**src/rtl/eth_pkg.sv**
```systemverilog
// eth_pkg: shared Ethernet framing constants and the receive deframer state type
package eth_pkg;
  localparam logic [3:0] ETH_PREAMBLE_NIB = 4'h5;
  localparam logic [3:0] ETH_SFD_NIB = 4'hD;
  localparam logic [31:0] CRC32_POLY_R = 32'hEDB88320;
  localparam logic [31:0] CRC32_INIT = 32'hFFFFFFFF;
  localparam logic [31:0] CRC32_RESIDUE = 32'hDEBB20E3;
  typedef enum logic [1:0] {ST_IDLE, ST_PREAMBLE, ST_PAYLOAD, ST_DROP} rx_deframer_state_t;
endpackage

```
**src/rtl/eth_crc32_byte.sv**
```systemverilog
// eth_crc32_byte: combinational reflected CRC-32 update over one byte
module eth_crc32_byte
  import eth_pkg::*;
(
  input  logic [31:0] crc_in,
  input  logic [7:0]  data,
  output logic [31:0] crc_out
);
  always_comb begin
    crc_out = crc_in ^ {24'd0, data};
    for (int i = 0; i < 8; i++) crc_out = crc_out[0] ? (crc_out >> 1) ^ CRC32_POLY_R : crc_out >> 1;
  end
endmodule

```
**src/rtl/mii_rx_deframer.sv**
```systemverilog
// mii_rx_deframer: MII nibble stream to byte AXI-Stream with preamble strip, FCS check and error tagging
module mii_rx_deframer
  import eth_pkg::*;
#(
  parameter int MIN_LEN = 64,
  parameter int MAX_LEN = 1522
) (
  input  logic       mii_rx_clk,
  input  logic       rst,
  input  logic [3:0] mii_rxd,
  input  logic       mii_rx_dv,
  input  logic       mii_rx_er,
  output logic [7:0] m_axis_tdata,
  output logic       m_axis_tvalid,
  output logic       m_axis_tlast,
  output logic       m_axis_tuser,
  output logic       stat_good,
  output logic       stat_bad_fcs,
  output logic       stat_bad_frame
);
  rx_deframer_state_t state;
  logic [31:0] crc, crc_next;
  logic [10:0] len;
  logic [3:0]  low;
  logic [7:0]  hold, rx_byte;
  logic        hi, hold_valid, rx_err, frame_err, crc_err;
  assign rx_byte = {mii_rxd, low};
  assign crc_err = crc != CRC32_RESIDUE;
  assign frame_err = hi | rx_err | mii_rx_er | (len < 11'(MIN_LEN)) | (len > 11'(MAX_LEN));
  eth_crc32_byte u_crc (.crc_in(crc), .data(rx_byte), .crc_out(crc_next));
  always_ff @(posedge mii_rx_clk) begin
    m_axis_tvalid <= 1'b0;
    m_axis_tdata <= 8'd0;
    m_axis_tlast <= 1'b0;
    m_axis_tuser <= 1'b0;
    stat_good <= 1'b0;
    stat_bad_fcs <= 1'b0;
    stat_bad_frame <= 1'b0;
    if (rst) begin
      state <= ST_IDLE;
      crc <= CRC32_INIT;
      len <= 11'd0;
      low <= 4'd0;
      hi <= 1'b0;
      hold <= 8'd0;
      hold_valid <= 1'b0;
      rx_err <= 1'b0;
    end else begin
      case (state)
        ST_IDLE: if (mii_rx_dv) state <= mii_rxd == ETH_PREAMBLE_NIB ? ST_PREAMBLE : ST_DROP;
        ST_PREAMBLE:
          if (!mii_rx_dv) state <= ST_IDLE;
          else if (mii_rxd == ETH_SFD_NIB) begin
            state <= ST_PAYLOAD;
            crc <= CRC32_INIT;
            len <= 11'd0;
            hi <= 1'b0;
            hold_valid <= 1'b0;
            rx_err <= 1'b0;
          end else if (mii_rxd != ETH_PREAMBLE_NIB) state <= ST_DROP;
        ST_PAYLOAD:
          if (!mii_rx_dv) begin
            state <= ST_IDLE;
            hold_valid <= 1'b0;
            m_axis_tvalid <= hold_valid;
            m_axis_tlast <= hold_valid;
            m_axis_tdata <= hold_valid ? hold : 8'd0;
            m_axis_tuser <= hold_valid & (frame_err | crc_err);
            stat_good <= hold_valid & ~frame_err & ~crc_err;
            stat_bad_fcs <= hold_valid & ~frame_err & crc_err;
            stat_bad_frame <= ~hold_valid | frame_err;
          end else begin
            rx_err <= rx_err | mii_rx_er;
            hi <= ~hi;
            if (!hi) low <= mii_rxd;
            else begin
              crc <= crc_next;
              len <= &len ? len : len + 11'd1;
              hold <= rx_byte;
              hold_valid <= 1'b1;
              m_axis_tvalid <= hold_valid;
              m_axis_tdata <= hold_valid ? hold : 8'd0;
            end
          end
        ST_DROP: if (!mii_rx_dv) state <= ST_IDLE;
      endcase
    end
  end
endmodule

```
**config.mk**
```make
export PLATFORM = sky130hd
export DESIGN_NAME = mii_rx_deframer
export DESIGN_NICKNAME = d
export VERILOG_FILES = /design/src/rtl/eth_pkg.sv /design/src/rtl/eth_crc32_byte.sv /design/src/rtl/mii_rx_deframer.sv
export SDC_FILE = /design/constraint.sdc
export NUM_CORES = 1
export LEC_CHECK = 0
export CAP_MARGIN = 20
export CORE_UTILIZATION = 50
export CTS_BUF_LIST = sky130_fd_sc_hd__clkbuf_8
export CTS_CLUSTER_DIAMETER = 150
export DETAILED_ROUTE_END_ITERATION = 8
export GPL_TIMING_DRIVEN = 0
export PLACE_DENSITY = 0.68
export SLEW_MARGIN = 20
export SYNTH_ARGS = -nofsm -noshare
export SYNTH_HDL_FRONTEND = slang
export SYNTH_HIERARCHICAL = 1
export SYNTH_SLANG_ARGS = --single-unit
```
**constraint.sdc**
```tcl
create_clock -name mii_rx_clk -period 2.55 [get_ports mii_rx_clk]
set_clock_uncertainty 0.15 [all_clocks]
set_input_delay 0.51 -clock mii_rx_clk [delete_from_list [all_inputs] [get_ports mii_rx_clk]]
set_output_delay 0.51 -clock mii_rx_clk [all_outputs]
set_load 0.1 [all_outputs]
```
==> results of run 1 <==
metal layers:
layer,share of wire,GRT usage,up-vias,wire (um)
met1,0.46,0.3215,1427,4108
met3,0.042,0.06033,16,375
li1,-,-,1534,-
met5,0,0,-,0
met4,0.022,0.09524,0,192
met2,0.47,0.4015,71,4216
report_power, final:
part / internal, mW / switching, mW / total [mW]
registers: 1.16 / 0.00841 / 1.17
logic: 0.146 / 0.182 / 0.328
clock network: 0.471 / 0.496 / 0.967
how the worst max path moves through the flow:
stage | start | endpoint | slack (ns) | cells after the start
4_1_cts | mii_rxd[0] | crc[20] | 0.02 | 7
3_3_place_gp | mii_rxd[3] | crc[20] | -0.59 | 7
5_1_grt | mii_rxd[0] | crc[20] | 0.004 | 7
6_report | m_axis_tdata[5] | m_axis_tdata[5] | 0.09 | 1
3_5_place_dp | mii_rxd[3] | crc[20] | -0.54 | 7
2_1_floorplan | mii_rxd[1] | crc[19] | 0.43 | 6
flip-flops by register name, summed over array words and instances (netlist names):
register	cells
crc	32
len	11
hold	8
m_axis_tdata	8
low	4
state	2
hi	1
hold_valid	1
m_axis_tlast	1
m_axis_tuser	1
m_axis_tvalid	1
rx_err	1
stat_bad_fcs	1
stat_bad_frame	1
stat_good	1
placed cells by master (no fill, tap or decap), drive strengths merged, types with 2 or more instances in the layout:
cell type,n
a21oi,17
a31oi,2
a41oi,4
and2,10
and3,2
and4,2
and4b,3
buf,18
clkbuf,23
clkdlybuf4s50,19
dfxtp,74
inv,10
mux2i,4
nand2,23
nand3,6
nand4,6
nand4b,2
nor2,44
nor3,37
nor4,2
nor4b,3
o211ai,2
o21ai,35
o311ai,8
o31ai,2
o41ai,5
or4,3
xnor2,51
xnor3,4
xor2,14
cell type report:
type / instances / area, um2
clock inverters: 7 / 83.83
plain buffers: 28 / 127.6
inverters: 6 / 22.52
multi-input cells: 304 / 2283
repair buffers: 24 / 229.0
clock buffers: 9 / 123.9
flip-flops and latches: 74 / 1481
fillers: 623 / 2855
well taps: 99 / 123.9
cell families (layout without fill, tap and decap cells):
| kind of cell | count (synthesis) | count (layout) | share of synthesized area |
|---|---|---|---|
| adders and majority gates | 1 | 1 | 0.003261 |
| and+or+nand+nor | 150 | 150 | 0.2035 |
| AOI/OAI and AO/OA | 79 | 79 | 0.1396 |
| muxes | 4 | 4 | 0.01044 |
| DFF | 74 | 74 | 0.3862 |
| xor gates and xnor gates | 70 | 70 | 0.2179 |
| buffers and inverters | 34 | 74 | 0.03914 |
what timing repair did:
| item | in CTS | in global routing |
|---|---|---|
| pin swaps | 2 | 1 |
| setup endpoints to repair | 3 | 29 |
| setup buffers | 2 | 2 |
| resized for setup | 5 | 4 |
stage by stage:
step                setup slack [ns]  setup TNS [ns]
finish                       0.09154               0
CTS                          0.01974               0
global placement             -0.5905          -10.42
global route                0.004144               0
floorplan                     0.4276               0
detailed placement           -0.5429          -10.05
==> results.json, run 1 <==
{
  "outcome": "completed",
  "utilization": 0.6105,
  "hold_end": "hold[4]",
  "critPathLaunchType": "flip-flop",
  "path_buf_inv": 1,
  "hold_violations": 0,
  "peakVddDrop_mv": 0.3120,
  "slew_violations": 0,
  "hold_depth": 2,
  "synth_seq_cells": 74,
  "wl_per_cell_um": 16.14,
  "die_h_um": 89.59,
  "p_per_area_mw_per_mm2": 550.8,
  "grt_pass1_wl_mm": 14.72,
  "synth_most_common_cell": "dfxtp_1",
  "cap_violations": 0,
  "drtIter0Drc": 140,
  "grt-ovfl-total": 0,
  "r2r_start": "low[3]",
  "slew_headroom": 0.3517,
  "p_total_mw": 2.465,
  "antenna_cells": 0,
  "clkLatencyLatePin_ns": 0.36,
  "dp_hpwl_mm": 6.207,
  "grt_usage": 0.2484,
  "vias": 3048,
  "netlist_instances": 412,
  "grt_pass1_vias": 2899,
  "avgSynthCellArea_um2": 9.311,
  "path_cells": "clkdlybuf4s50_1",
  "whs_ns": 0.3035,
  "ff2ff_path_depth": 6,
  "cp_slowest_cell": "clkdlybuf4s50_1",
  "rsz0062_at_grt": "false",
  "start_util": 0.5233,
  "drc_errors": 0,
  "cts.hold.buffers_added": 0,
  "worst_pin_slew_ns": 0.9694,
  "syn_nets": 421,
  "max_stage_delay_ns": 1.12,
  "grt_max_degree": 16,
  "coreArea_mm2": 0.007331,
  "rrSetupSlack_ns": 0.17,
  "regToRegEndpoint": "crc[19]",
  "path_delay_family": "buffers and inverters",
  "setup_viol": 0,
  "ys_seq_area_frac": 0.3862,
  "path_class": "flip-flop to output port",
  "final_nets": 456,
  "cts_buffers": 9,
  "min_path_type": "flip-flop to flip-flop",
  "worstHoldStart": "hold[4]",
  "syn_to_final_growth_pct": 16.67,
  "wirelength_mm": 8.893,
  "layout.cells.non_filler": 551,
  "synth_edf_count": 0,
  "die_x_um": 89.59,
  "cts_tree": "yes",
  "htreeDepth": 3,
  "placement.io_buffers": 20,
  "viasPerCell": 5.532,
  "cts_max_path_buffers": 2,
  "fin_area_mm2": 0.004476,
  "path_clk_slew_ns": 0.09,
  "clockRootBuffer": "clkbuf_8",
  "antenna_found_initial": 0,
  "critPathArrivalTime_ns": 1.80,
  "max_freq_mhz": 406.8,
  "final.period_utilization": 0.9641,
  "syn_area_mm2": 0.003836,
  "netlist.area_leader.share": 0.3862,
  "endpoint_kind": "output port",
  "dieArea_mm2": 0.008026,
  "gp_congestion": 0.9323,
  "drtPass1Iterations": 4,
  "rows": 31,
  "io_pins": 22,
  "layout_min_cycle_time_ns": 2.458,
  "ys.warnings.count": 6,
  "critPathMaxFanout": 1,
  "power_leakage_nw": 1.624,
  "clock-sinks": 74,
  "antenna_left": 0,
  "place_area_mm2": 0.004160,
  "synth_top_flop_cell": "dfxtp_1",
  "synth_cell_types": 54,
  "synth_top_area_cell": "dfxtp_1",
  "async_flop_share": 0,
  "synth.area.top_cells": "dfxtp_1 (39%), xnor2_1 (9.1%), nor3_1 (4.7%)",
  "placed_cells": 531,
  "synth_top_cells_by_count": "dfxtp_1 (74), nor2_1 (44), xnor2_1 (40)",
  "drive_gt1_frac": 0.1438,
  "required_ns": 1.89
}
Power figures use the tool's default switching activity.
==> run 2, diff against run 1 <==
GPL_ROUTABILITY_DRIVEN = 0   (was default)
SLEW_MARGIN = default   (was 20)
==> results of run 2 <==
The final DEF is identical to that of run 1; final timing and power are the same.
